===== config.mk =====
export PLATFORM = sky130hd
export DESIGN_NAME = apb_slave_regfile
export DESIGN_NICKNAME = d
export VERILOG_FILES = /design/src/rtl/apb_slave_regfile.sv
export SDC_FILE = /design/constraint.sdc
export NUM_CORES = 1
export LEC_CHECK = 0
export CAP_MARGIN = 20
export CORE_ASPECT_RATIO = 1.4
export CORE_MARGIN = 2
export CORE_UTILIZATION = 47
export CTS_CLUSTER_SIZE = 28
export DETAILED_ROUTE_END_ITERATION = 10
export HOLD_SLACK_MARGIN = 0.1
export PLACE_DENSITY_LB_ADDON = 0.2
export SYNTH_ARGS = -nofsm -noshare
export SYNTH_HDL_FRONTEND = slang
export SYNTH_SLANG_ARGS = --single-unit

===== constraint.sdc =====
create_clock -name pclk -period 3.2 [get_ports pclk]
set_input_delay 0.8 -clock pclk [delete_from_list [all_inputs] [get_ports pclk]]
set_output_delay 0.8 -clock pclk [all_outputs]
set_load 0.005 [all_outputs]

===== src/rtl/apb_slave_regfile.sv =====
// APB slave register file: NUM_REGS read/write data registers plus a
// read-only counter of successful writes. Each transfer inserts
// WAIT_STATES pready-low access cycles before completing. Addresses outside
// the map complete with pslverr. All outputs are registered.
module apb_slave_regfile #(
  parameter int DATA_W      = 8,
  parameter int ADDR_W      = 8,
  parameter int NUM_REGS    = 16,
  parameter int WAIT_STATES = 1,
  parameter int CNT_ADDR    = 'hF0
) (
  input  logic              pclk,
  input  logic              prst,
  input  logic              psel,
  input  logic              penable,
  input  logic              pwrite,
  input  logic [ADDR_W-1:0] paddr,
  input  logic [DATA_W-1:0] pwdata,
  output logic [DATA_W-1:0] prdata,
  output logic              pready,
  output logic              pslverr
);

  localparam int                IDX_W   = (NUM_REGS > 1) ? $clog2(NUM_REGS) : 1;
  localparam logic [ADDR_W-1:0] CNT_A   = ADDR_W'(CNT_ADDR);
  localparam logic [3:0]        WS_INIT = 4'(WAIT_STATES);

  typedef enum logic {IDLE, ACCESS} state_t;

  state_t            state, state_n;
  logic [3:0]        wcnt, wcnt_n;
  logic [ADDR_W-1:0] addr_q, addr_n;
  logic              write_q, write_n;
  logic              pready_n, pslverr_n;
  logic [DATA_W-1:0] prdata_n;
  logic              commit;

  logic [DATA_W-1:0] regs [NUM_REGS];
  logic [DATA_W-1:0] wr_cnt;

  logic [ADDR_W-1:0] dec_addr;
  logic              dec_write;
  logic              dec_err;
  logic [DATA_W-1:0] dec_rdata;

  function automatic logic is_reg(input logic [ADDR_W-1:0] a);
    return (int'(a) < NUM_REGS);
  endfunction

  function automatic logic [IDX_W-1:0] reg_idx(input logic [ADDR_W-1:0] a);
    return IDX_W'(a);
  endfunction

  // Decode the transfer that is about to complete. In IDLE (only reachable
  // with zero wait states) the setup-cycle bus is used directly because the
  // latch happens on the same edge that raises pready.
  always_comb begin
    dec_addr  = (state == IDLE) ? paddr  : addr_q;
    dec_write = (state == IDLE) ? pwrite : write_q;
    dec_err   = 1'b1;
    dec_rdata = '0;
    if (is_reg(dec_addr)) begin
      dec_err = 1'b0;
      if (!dec_write) dec_rdata = regs[reg_idx(dec_addr)];
    end else if ((dec_addr == CNT_A) && !dec_write) begin
      dec_err   = 1'b0;
      dec_rdata = wr_cnt;
    end
  end

  // Next-state and next-output logic of the transfer FSM.
  always_comb begin
    state_n   = state;
    wcnt_n    = wcnt;
    addr_n    = addr_q;
    write_n   = write_q;
    pready_n  = pready;
    pslverr_n = pslverr;
    prdata_n  = prdata;
    commit    = 1'b0;
    unique case (state)
      IDLE: begin
        // psel with penable in IDLE is a protocol error and is ignored.
        if (psel && !penable) begin
          state_n = ACCESS;
          addr_n  = paddr;
          write_n = pwrite;
          wcnt_n  = WS_INIT;
          if (WAIT_STATES == 0) begin
            pready_n  = 1'b1;
            pslverr_n = dec_err;
            prdata_n  = dec_rdata;
          end
        end
      end
      ACCESS: begin
        if (!psel) begin
          // Master abandoned the transfer: nothing is committed.
          state_n   = IDLE;
          pready_n  = 1'b0;
          pslverr_n = 1'b0;
          prdata_n  = '0;
        end else if (pready) begin
          commit    = write_q && !pslverr && is_reg(addr_q);
          state_n   = IDLE;
          pready_n  = 1'b0;
          pslverr_n = 1'b0;
          prdata_n  = '0;
        end else if (penable) begin
          wcnt_n = (wcnt != 4'd0) ? (wcnt - 4'd1) : 4'd0;
          if (wcnt <= 4'd1) begin
            pready_n  = 1'b1;
            pslverr_n = dec_err;
            prdata_n  = dec_rdata;
          end
        end
      end
      default: state_n = IDLE;
    endcase
  end

  // FSM state, latched transfer attributes and registered outputs.
  always_ff @(posedge pclk) begin
    if (prst) begin
      state   <= IDLE;
      wcnt    <= 4'd0;
      addr_q  <= '0;
      write_q <= 1'b0;
      pready  <= 1'b0;
      pslverr <= 1'b0;
      prdata  <= '0;
    end else begin
      state   <= state_n;
      wcnt    <= wcnt_n;
      addr_q  <= addr_n;
      write_q <= write_n;
      pready  <= pready_n;
      pslverr <= pslverr_n;
      prdata  <= prdata_n;
    end
  end

  // Register file and write counter; a write lands on the completing edge.
  always_ff @(posedge pclk) begin
    if (prst) begin
      for (int i = 0; i < NUM_REGS; i++) regs[i] <= '0;
      wr_cnt <= '0;
    end else if (commit) begin
      regs[reg_idx(addr_q)] <= pwdata;
      wr_cnt                <= wr_cnt + 1'b1;
    end
  end

endmodule


Yosys cells after proc, flatten, opt, wreduce, memory -nomap -nowiden
Memory sizes are Yosys's and may differ from the RTL's.
Index checks and enable logic that the tools add are counted.
{"block": "op_classes", "add_sub_neg": 2, "magnitude_cmp": 3, "eq_ne": 7, "mux": 40, "n_bitwise": 1, "n_reduce_logical": 12}
{"op": "2-to-1 mux 8 bit", "n": 9}
{"op": "2-to-1 mux 4 bit", "n": 6}
{"op": "2-to-1 mux 1 bit", "n": 23}
{"op": "less-than comparator 8 x 5 -> 1 bit (second input constant)", "n": 2}
{"op": "adder 8 x 1 -> 8 bit (second input constant)", "n": 1}
{"op": "equality test 8 bit (second input constant)", "n": 1}
{"op": "case mux 4 bit (2 select lines)", "n": 1}
{"op": "OR reduction 8 bit", "n": 1}
{"op": "inequality test 2 bit (second input constant)", "n": 3}
{"op": "inequality test 3 x 1 -> 1 bit (second input constant)", "n": 2}
{"op": "less-or-equal comparator 4 x 1 -> 1 bit (second input constant)", "n": 1}
{"op": "logical AND 1 bit", "n": 4}
{"op": "AND reduction 4 bit", "n": 1}
{"op": "nonzero test 4 bit", "n": 1}
{"op": "subtractor 4 x 1 -> 4 bit (second input constant)", "n": 1}
{"op": "zero test 1 bit", "n": 3}
{"op": "AND reduction 3 bit", "n": 1}
{"op": "inequality test 2 x 1 -> 1 bit (second input constant)", "n": 1}
{"op": "case mux 1 bit (2 select lines)", "n": 1}
{"op": "AND reduction 2 bit", "n": 1}
{"op": "inverter 1 bit", "n": 1}
{"block": "totals", "register_bits": 32, "mem_bits_rw": 128, "word_cells": 74, "mem_count": 1}
{"name": "regs", "words": 16, "width": 8, "rd": 1, "rd_clocked_by_memory_dff": 0, "wr": 16, "line_no": "38", "source": "logic [DATA_W-1:0] regs [NUM_REGS];"}

Longest topological paths before layout
Gate-level depths: netlist of the first run.
{"block": "depth", "ltp_word": 11, "mapped_depth": 9, "depth_no_buf": 6}

Worst setup path before layout of the first run
OpenSTA, ideal clock, no wires.
{"block": "synth_timing", "kind": "input port to flip-flop", "from": "input port psel", "to": "memory regs[12][0], enable pin", "setup_ps": 384, "arrival_time_ps": 2203, "required_time_ps": 2816, "path_slack_ps": 613, "path_stages": 6, "n_path_buf": 1, "path_cell_list": "and4b_1 and3_1 buf_4 and3_4 nand2b_4 o21ai_0"}
{"item": "from (decl)", "line_no": "14", "source": "input logic psel,"}
{"item": "to (decl)", "line_no": "38"}

Worst setup path in the final report of the first run
{"block": "layout_timing", "from": "register state", "to": "register prdata[7]"}
{"block": "layout_via", "elab_chain_cells": 9, "word_cells_on_any_way": 15, "classes_between": "1 x order compare; 1 x eq/ne; 9 x mux; 3 x reduce/logical; 1 x memory"}
{"item": "from (decl)", "line_no": "30", "source": "state_t state, state_n;"}
{"item": "from (signal assigned)", "line_no": "133", "source": "state <= state_n;"}
{"item": "branches (longest 9 deep; another with memory read (16 x 8 bit))"}
{"item": "to (signal assigned)", "line_no": "139", "source": "prdata <= prdata_n;"}
{"item": "to (decl)", "line_no": "19", "source": "output logic [DATA_W-1:0] prdata,"}
Several ways; the timed one is not identified. The select of a mux whose other input is x is not followed.
A chain may end at the register's enable or synchronous reset.

==> results of run 1 <==
-- report_power, final --
part	internal [µW]	total (µW)	switching, µW
Combinational	169	458	289
Sequential	2300	2340	42.8
Clock	1010	1880	874
Total	3480	4680	1210
-- through the flow --
step,total power [µW],utilization,cell area [µm²],setup WS [ns]
after global routing,4820,0.555,9330,0.254
after detailed placement,2830,0.523,8790,0.153
after global placement,2820,0.523,8790,0.150
after floorplan,2630,-,8100,0.613
after CTS,4690,0.555,9330,0.455
final,4680,0.555,9330,0.424
-- state kept, by name, indices dropped and copies added (netlist names) --
register  cells
wr_cnt        8
wcnt          4
state         1
pslverr       1
pready        1
write_q       1
addr_q        8
prdata        8
regs        128
-- worst min-delay path by stage --
stage / from / to / slack, ns
6_report: prdata[5]$_SDFFE_PP0P_ / prdata[5]$_SDFFE_PP0P_ / 0.47
5_1_grt: prdata[5]$_SDFFE_PP0P_ / prdata[5]$_SDFFE_PP0P_ / 0.49
4_1_cts: prdata[5]$_SDFFE_PP0P_ / prdata[5]$_SDFFE_PP0P_ / 0.47
3_5_place_dp: prdata[5]$_SDFFE_PP0P_ / prdata[5]$_SDFFE_PP0P_ / 0.45
3_3_place_gp: prdata[5]$_SDFFE_PP0P_ / prdata[5]$_SDFFE_PP0P_ / 0.44
2_1_floorplan: prdata[5]$_SDFFE_PP0P_ / prdata[5]$_SDFFE_PP0P_ / 0.44
-- worst reg2reg max path: stages, from the launching register on --
cell       delay, ns
dfxtp_1         0.81
inv_2           0.22
o31ai_4         0.62
and3_1          0.45
a21oi_1         0.13
a2bb2oi_1       0.15
a311oi_1        0.31
-- final cells by class --
cell class | instances | area share
Multi-Input combinational cell | 513 | 0.352
Sequential cell | 160 | 0.481
Clock inverter | 13 | 0.0111
Timing Repair Buffer | 76 | 0.0719
Inverter | 26 | 0.0105
Tap cell | 203 | 0.0272
Clock buffer | 19 | 0.0464
-- placed cells by master, fill, tap and decap left out, drive strengths merged, types with 17 or more instances in the layout --
master,synthesis,final
o21ai,17,17
inv,26,32
clkdlybuf4s50,0,30
and2,132,132
buf,27,46
clkbuf,22,19
nor2,42,42
o22ai,17,17
nand2,43,43
a21oi,86,86
o211ai,26,26
edfxtp,128,128
dfxtp,32,32
-- cells by family after synthesis --
| group | count (synthesis) |
|---|---|
| compound gates | 216 |
| xor+xnor | 6 |
| fa+ha+maj | 1 |
| buf+inv | 75 |
| flops | 160 |
| mux | 9 |
| simple gates | 281 |
-- routing by layer --
layer | vias to the layer above | wire length (µm) | share of wire
met5 | - | 0 | 0
met4 | 0 | 1490 | 0.063
met3 | 92 | 1480 | 0.063
met2 | 318 | 11900 | 0.51
met1 | 3029 | 8620 | 0.37
li1 | 2847 | - | -
==> impl_metrics.csv, run 1 <==
group,metric,value,unit
floorplanning,start_util,0.482,
synthesis,netlist_instances,748,
critical_path,cp-endpoint,"prdata[7]$_SDFFE_PP0P_",
grt,antenna_found_initial,0,
sta,drv_slew,0,
synthesis,ys_ff_latch,160,
clock_tree,post_cts_resize_count,0,
finish,diodes,0,
critical_path,critPathCaptureType,"flop",
synthesis,netlist_area,8100,µm²
critical_path,crit_fanout,16,
place,dpl.hpwl,17.1,mm
place,place_inst,978,
finish,drive_gt1_frac,0.136,
synthesis,synth-async-reset-ratio,0,
power,p_leak,0.00337,µW
synthesis,synthMuxAreaShare,0.0162,
synthesis,synth-edff-count,128,
finish,area_growth,15.2,%
synthesis,synth_compound_gate_area_share,0.176,
grt,grt_pass1_vias,6308,
grt,grt.total_usage,0.266,
floorplanning,fp-row-count,56,
routing,viasPerCell,6.22,
synthesis,synth_fa_ha_area_frac,0.00154,
sta,tightest_slew,0.875,ns
critical_path,path_delay_family,"compound AO/OA/AOI/OAI gates",
clock_tree,htree_num_levels,4,
finish,final_cells,1010,
sta,finalSetupViolCount,0,
routing,drcViolationCount,0,
sta,finalSetupTns,0,ns
grt,busiest_layer,"met2",
critical_path,start_kind,"flop",
place,routabilityCongestion,1.00,
grt,grt_pass1_wl,36.1,mm
finish,multiInputGateArea,3290,µm²
clock_tree,cts_root_buf,"clkbuf_16",
synthesis,synth_area_leader_cell,"edfxtp_1",
floorplanning,dieWidth,115,µm
floorplanning,pin_count,31,
floorplanning,dieArea,18300,µm²
grt,grt_overflow_total,0,
routing,drt-wirelength-per-cell,23.3,µm
clock_tree,hold_buffers,0,
hold_path,worstHoldPathCells,2,
grt,grt_max_degree,37,
critical_path,rr_startpoint,"state$_SDFF_PP0_",
clock_tree,tritoncts,"yes",
floorplanning,die_h,159,µm
critical_path,r2r_end,"prdata[7]$_SDFFE_PP0P_",
sta,clock.fmax,360,MHz
critical_path,worst_ep_required_time,3.53,ns
critical_path,slowest_delay,0.81,ns
critical_path,critical_path.n_buffers_inverters,1,
synthesis,synthXorXnorAreaFrac,0.00649,
clock_tree,cts_setup_buffers,0,
sta,finalCritPeriodShare,0.868,
synthesis,synthSimpleGateAreaFrac,0.204,
sta,skew,0.00679,ns
power,ir_drop,0.374,mV
critical_path,r2r_setup_slack,0.42,ns
critical_path,path_class,"reg -> reg",
synthesis,synth_area_leaders,"edfxtp_1, and2_1, dfxtp_1",
critical_path,reg2reg_depth,6,
synthesis,seq_area_frac_synth,0.554,
sta,rsz0062_at_grt,"false",
synthesis,syn-num-nets,770,
routing,wl,23.5,mm
sta,period_minus_slack,2.78,ns
clock_tree,clock-sinks,160,
critical_path,critPathSlowestCell,"dfxtp_1",
clock_tree,clk_path_buf_depth,2,
critical_path,crit_start,"state$_SDFF_PP0_",
routing,firstDrtPassIters,5,
status,outcome,"completed",
floorplanning,core_region_area,16800,µm²
clock_tree,insertion_delay,0.43,ns
synthesis,yosysUniqueCellTypes,67,
routing,drt-initial-drc-count,754,
synthesis,synth.top_cells.by_count,"and2_1, edfxtp_1, a21oi_1",
hold_path,min_path_type,"reg -> reg",
synthesis,synth_top_area_frac,0.475,
critical_path,cp.depth,6,
run,drv_cap,0,
power,powerDensity,502,nW/µm²
synthesis,synth_area_per_cell,10.8,µm²
routing,vias,6286,
sta,relSlewSlack,0.415,
grt,use_met3,0.0563,
finish,seqCellArea,4480,µm²
sta,holdWs,0.468,ns
synthesis,ys.flop_type,"edfxtp_1",
place,io_buffers,30,
grt,use_met2,0.453,
finish,fill_cells,1468,
synthesis,yosysWarnings,0,
clock_tree,cts_made_buffers,17,
routing,drtAntennaViolNets,0,
critical_path,path_cells,"inv_2 -> o31ai_4 -> and3_1 -> a21oi_1 -> a2bb2oi_1 -> a311oi_1",
sta,hold_violations,0,
critical_path,worst_ep_arrival_time,3.11,ns
synthesis,synth_top_family_by_area,"simple AND/OR/NAND/NOR gates",
grt,grt.met1_usage,0.306,
finish,nNetsFinal,816,
synthesis,yosysMostFrequentCell,"and2_1",
clock_tree,clkTransAtPathRegs,0.07,ns
(Power assumes the default switching activity.)
==> run 2, diff against run 1 <==
==> constraint.sdc (replaced) <==
create_clock -name pclk -period 2.4 [get_ports pclk]
set_input_delay 0.6 -clock pclk [delete_from_list [all_inputs] [get_ports pclk]]
set_output_delay 0.6 -clock pclk [all_outputs]
set_load 0.005 [all_outputs]
==> impl_metrics.csv, run 2 (synthesized netlist as in run 1, its figures left out) <==
group,metric,value,unit
finish,final_common_cell,"and2_1",
clock_tree,clk_path_buf_depth,2,
grt,grt.total_usage,0.267,
routing,vias,6501,
power,ir_drop,0.459,mV
grt,grt_overflow_total,0,
power,powerDensity,651,nW/µm²
critical_path,critPathCaptureType,"flop",
sta,finalSetupViolCount,0,
finish,area_growth,22.2,%
status,outcome,"completed",
sta,finalSetupTns,0,ns
grt,grt_pass1_wl,35.9,mm
critical_path,crit_fanout,17,
sta,clock.fmax,420,MHz
hold_path,min_path_type,"reg -> reg",
finish,fill_cells,1423,
floorplanning,die_h,159,µm
grt,grt_max_degree,37,
grt,grt_pass1_vias,6438,
place,dp_slack,-0.419,ns
critical_path,path_class,"in -> reg",
routing,drt-initial-drc-count,588,
routing,wl,23.9,mm
place,dpl.hpwl,17.4,mm
clock_tree,hold_buffers,0,
clock_tree,cts_setup_buffers,0,
routing,drcViolationCount,0,
finish,diodes,0,
sta,tightest_slew,0.483,ns
finish,largest_reg_flops,128,
floorplanning,pin_count,31,
routing,firstDrtPassIters,5,
grt,antenna_found_initial,0,
finish,final_cells,1077,
routing,drtAntennaViolNets,0,
routing,viasPerCell,6.04,
floorplanning,dieWidth,115,µm
power,p_leak,0.00373,µW
clock_tree,tritoncts,"yes",
floorplanning,fp-row-count,56,
sta,drv_slew,0,
floorplanning,start_util,0.482,
place,io_buffers,30,
finish,utilization,0.588,
finish,largest-register,"regs",
place,routabilityCongestion,0.917,
clock_tree,clock-sinks,160,
sta,holdWs,0.476,ns
routing,drt-wirelength-per-cell,22.2,µm
place,place_inst,1046,
sta,hold_violations,0,
critical_path,worst_ep_arrival_time,2.68,ns
sta,period_minus_slack,2.38,ns
critical_path,worst_ep_required_time,2.70,ns
clock_tree,insertion_delay,0.44,ns
clock_tree,cts_made_buffers,17,
finish,drive_gt1_frac,0.207,
sta,finalCritPeriodShare,0.992,
clock_tree,htree_num_levels,4,
clock_tree,clkTransAtPathRegs,0.06,ns
sta,rsz0062_at_grt,"false",
finish,nNetsFinal,884,
floorplanning,core_region_area,16800,µm²
floorplanning,dieArea,18300,µm²
finish,final_cell_mix,"and2_1, edfxtp_1, buf_4, a21oi_1, nand2_1",
run,drv_cap,0,
clock_tree,cts_root_buf,"clkbuf_16",
sta,fin_ws,0.0196,ns
sta,skew,0.0120,ns
sta,relSlewSlack,0.677,
critical_path,start_kind,"input port",
-- run 2: critical path: stages --
cell and delay, ns:
clkdlybuf4s50_1 0.54, and2b_1 0.23, mux2_2 0.34, buf_12 0.17, a221oi_1 0.45, nand2_1 0.10
nand3_1 0.14, a311oi_1 0.10
-- run 2: repair_timing --
action | CTS | global route
endpoints found under the setup margin | 2 | 8
pin swaps | 0 | 0
gates cloned | 0 | 0
hold endpoints to repair | 0 | 0
gates resized for setup | 1 | 2
-- run 2: path summary, 6_finish.rpt --
path	start	slack, ns	cells after the start	endpoint
hold reg to reg	pslverr$_SDFFE_PP0P_	0.48	2	pslverr$_SDFFE_PP0P_
setup reg to reg	state$_SDFF_PP0_	0.15	7	prdata[0]$_SDFFE_PP0P_
setup / recovery	paddr[1]	0.02	8	prdata[3]$_SDFFE_PP0P_
hold / removal	pslverr$_SDFFE_PP0P_	0.48	2	pslverr$_SDFFE_PP0P_
-- run 2: cell type report --
| class | instances | area [µm²] | share of cell area |
|---|---|---|---|
| clock buffer | 17 | 425 | 0.0430 |
| clock inverter | 14 | 130 | 0.0131 |
| inverter | 26 | 97.6 | 0.00986 |
| multi-input combinational | 513 | 3290 | 0.333 |
| sequential | 160 | 4490 | 0.453 |
| tap | 203 | 254 | 0.0257 |
| timing repair buffer | 144 | 1210 | 0.122 |
-- run 2: layer usage --
layer / GRT usage / vias up / share of wire
met2: 0.463 / 295 / 0.51
met1: 0.301 / 3129 / 0.36
met3: 0.0327 / 92 / 0.052
met5: 0 / - / 0
met4: 0.181 / 0 / 0.072
li1: - / 2985 / -
-- run 2: per-stage QoR --
step                      total power, µW  area [µm²]
after global routing                 6620        9900
after detailed placement             3870        9330
after CTS                            6440        9890
final                                6440        9900
after global placement               3850        9330
after floorplan                      3510        8100
-- run 2: where the power goes --
group / internal [µW] / switching (µW)
Combinational: 291 / 410
Clock: 1440 / 1180
Sequential: 3070 / 52.4
==> run 3, diff against run 2 <==
--- a/config.mk
+++ b/config.mk
@@ -9,10 +9,11 @@
 export CORE_ASPECT_RATIO = 1.4
 export CORE_MARGIN = 2
 export CORE_UTILIZATION = 47
-export CTS_CLUSTER_SIZE = 28
+export CTS_CLUSTER_SIZE = 14
 export DETAILED_ROUTE_END_ITERATION = 10
 export HOLD_SLACK_MARGIN = 0.1
 export PLACE_DENSITY_LB_ADDON = 0.2
+export SETUP_SLACK_MARGIN = 0.3
 export SYNTH_ARGS = -nofsm -noshare
 export SYNTH_HDL_FRONTEND = slang
 export SYNTH_SLANG_ARGS = --single-unit
==> impl_metrics.csv, run 3 (synthesized netlist as in run 1, its figures left out) <==
group,metric,value,unit
clock_tree,cts_root_buf,"clkbuf_16",
power,powerDensity,630,nW/µm²
grt,busiest_layer,"met2",
finish,largest-register,"regs",
sta,holdWs,0.461,ns
routing,drtAntennaViolNets,0,
routing,viasPerCell,5.99,
critical_path,critPathCaptureType,"flop",
critical_path,cp_common_cell,"mux2i_2",
sta,rsz0062_at_grt,"true",
place,dp_slack,-0.384,ns
place,dpl.hpwl,16.1,mm
grt,antenna_found_initial,0,
sta,relSlewSlack,0.605,
power,p_leak,0.00381,µW
floorplanning,dieWidth,115,µm
routing,firstDrtPassIters,5,
routing,drcViolationCount,0,
sta,hold_violations,0,
routing,vias,6473,
finish,largest_reg_flops,128,
critical_path,slowest_delay,0.52,ns
finish,final_common_cell,"and2_1",
finish,fill_cells,1373,
floorplanning,pin_count,31,
critical_path,start_kind,"flop",
routing,drt-initial-drc-count,691,
grt,grt_pass1_wl,35.2,mm
clock_tree,cts_made_buffers,17,
critical_path,critical_path.n_buffers_inverters,2,
routing,drt-wirelength-per-cell,21.5,µm
run,drv_cap,0,
sta,finalCritPeriodShare,0.875,
grt,grt_max_degree,37,
critical_path,critPathSlowestCell,"mux4_2",
clock_tree,clkTransAtPathRegs,0.07,ns
sta,drv_slew,0,
power,ir_drop,0.512,mV
sta,clock.fmax,476,MHz
floorplanning,core_region_area,16800,µm²
power,total_power,6410,µW
grt,grt.met1_usage,0.306,
finish,final_cell_mix,"and2_1, edfxtp_1, buf_4, a21oi_1, nand2_1",
grt,use_met2,0.448,
floorplanning,die_h,159,µm
routing,wl,23.2,mm
finish,nNetsFinal,887,
clock_tree,hold_buffers,0,
clock_tree,insertion_delay,0.43,ns
sta,period_minus_slack,2.10,ns
place,routabilityCongestion,0.922,
finish,diodes,0,
clock_tree,clk_path_buf_depth,2,
finish,drive_gt1_frac,0.246,
clock_tree,clock-sinks,160,
clock_tree,tritoncts,"yes",
status,outcome,"completed",
floorplanning,fp-row-count,56,
critical_path,worst_ep_required_time,2.73,ns
finish,seqCellArea,4500,µm²
finish,multiInputGateArea,3480,µm²
finish,area_growth,25.6,%
critical_path,crit_fanout,7,
grt,use_met3,0.0423,
hold_path,min_path_type,"reg -> reg",
grt,grt.total_usage,0.257,
floorplanning,start_util,0.482,
clock_tree,htree_num_levels,4,
sta,finalSetupViolCount,0,
place,io_buffers,30,
sta,fin_ws,0.300,ns
finish,utilization,0.605,
grt,grt_pass1_vias,6404,
critical_path,worst_ep_arrival_time,2.43,ns
sta,skew,0.00815,ns
critical_path,path_cells,"buf_12 -> mux2i_2 -> buf_4 -> mux4_2 -> mux2i_2 -> a21oi_1 -> a21o_1",
critical_path,path_class,"reg -> reg",
critical_path,path_delay_family,"multiplexers",
floorplanning,dieArea,18300,µm²
sta,tightest_slew,0.592,ns
grt,grt_overflow_total,0,
==> run 3: cell count changes in the layout (fill, tap and decap cells not counted), moves of 4 or more <==
cell | before | now
a221oi_1 | 10 | 1
o21ai_1 | 1 | 6
dlygate4sd2_1 | 0 | 5
clkinvlp_4 | 2 | 6
buf_6 | 0 | 9
a221oi_2 | 0 | 9
buf_4 | 110 | 99
o21ai_0 | 16 | 4
clkdlybuf4s50_1 | 29 | 24
dfxtp_1 | 31 | 27
o21ai_2 | 0 | 6
==> run 3: worst register-to-register path: stages, from the launching register on <==
cell,delay (ns)
dfxtp_4,0.44
buf_12,0.14
mux2i_2,0.23
buf_4,0.19
mux4_2,0.53
mux2i_2,0.22
a21oi_1,0.10
a21o_1,0.16
==> run 3: power breakdown <==
group / internal (µW) / leakage [µW] / switching [µW]
Clock: 1420 / 0.000248 / 1120
Combinational: 320 / 0.00198 / 431
Sequential: 3070 / 0.00158 / 53.4
Total: 4810 / 0.00381 / 1610
==> run 3: metrics by stage <==
step,area [µm²],setup TNS (ns),instances
2_1_floorplan,8150,0,748
3_3_place_gp,9280,-25.94,1033
3_5_place_dp,9280,-28.82,1033
4_1_cts,10000,0,1070
5_1_grt,10200,0,1080
6_report,10200,0,1080
==> run 3: per-layer routing <==
metal | vias up | part of all wire | routed length [µm]
met2 | 263 | 0.52 | 12000
met4 | 0 | 0.036 | 843
met3 | 52 | 0.051 | 1190
li1 | 3000 | - | -
met5 | - | 0 | 0
met1 | 3158 | 0.39 | 9090
==> run 3: path summary, 6_finish.rpt <==
| path | slack (ns) | cells after the start | start | endpoint |
|---|---|---|---|---|
| worst max-delay path | 0.30 | 7 | state$_SDFF_PP0_ | prdata[2]$_SDFFE_PP0P_ |
| worst min-delay path | 0.46 | 2 | prdata[5]$_SDFFE_PP0P_ | prdata[5]$_SDFFE_PP0P_ |
| worst max register to register | 0.30 | 7 | state$_SDFF_PP0_ | prdata[2]$_SDFFE_PP0P_ |
| worst min register to register | 0.46 | 2 | prdata[5]$_SDFFE_PP0P_ | prdata[5]$_SDFFE_PP0P_ |
==> run 3: what timing repair did <==
item                                    4_1_cts  5_1_grt
endpoints found under the setup margin       96       61
gates cloned                                  3        1
resized for setup                            37       18
buffers inserted                              3        9
pin swaps                                    12       21
==> run 3: layout make-up <==
class,count,share of cell area
Timing Repair Buffer,145,0.128
Multi-Input combinational cell,515,0.342
Clock inverter,13,0.0112
Inverter,26,0.00996
Sequential cell,160,0.442
Clock buffer,18,0.0422
Tap cell,203,0.0250
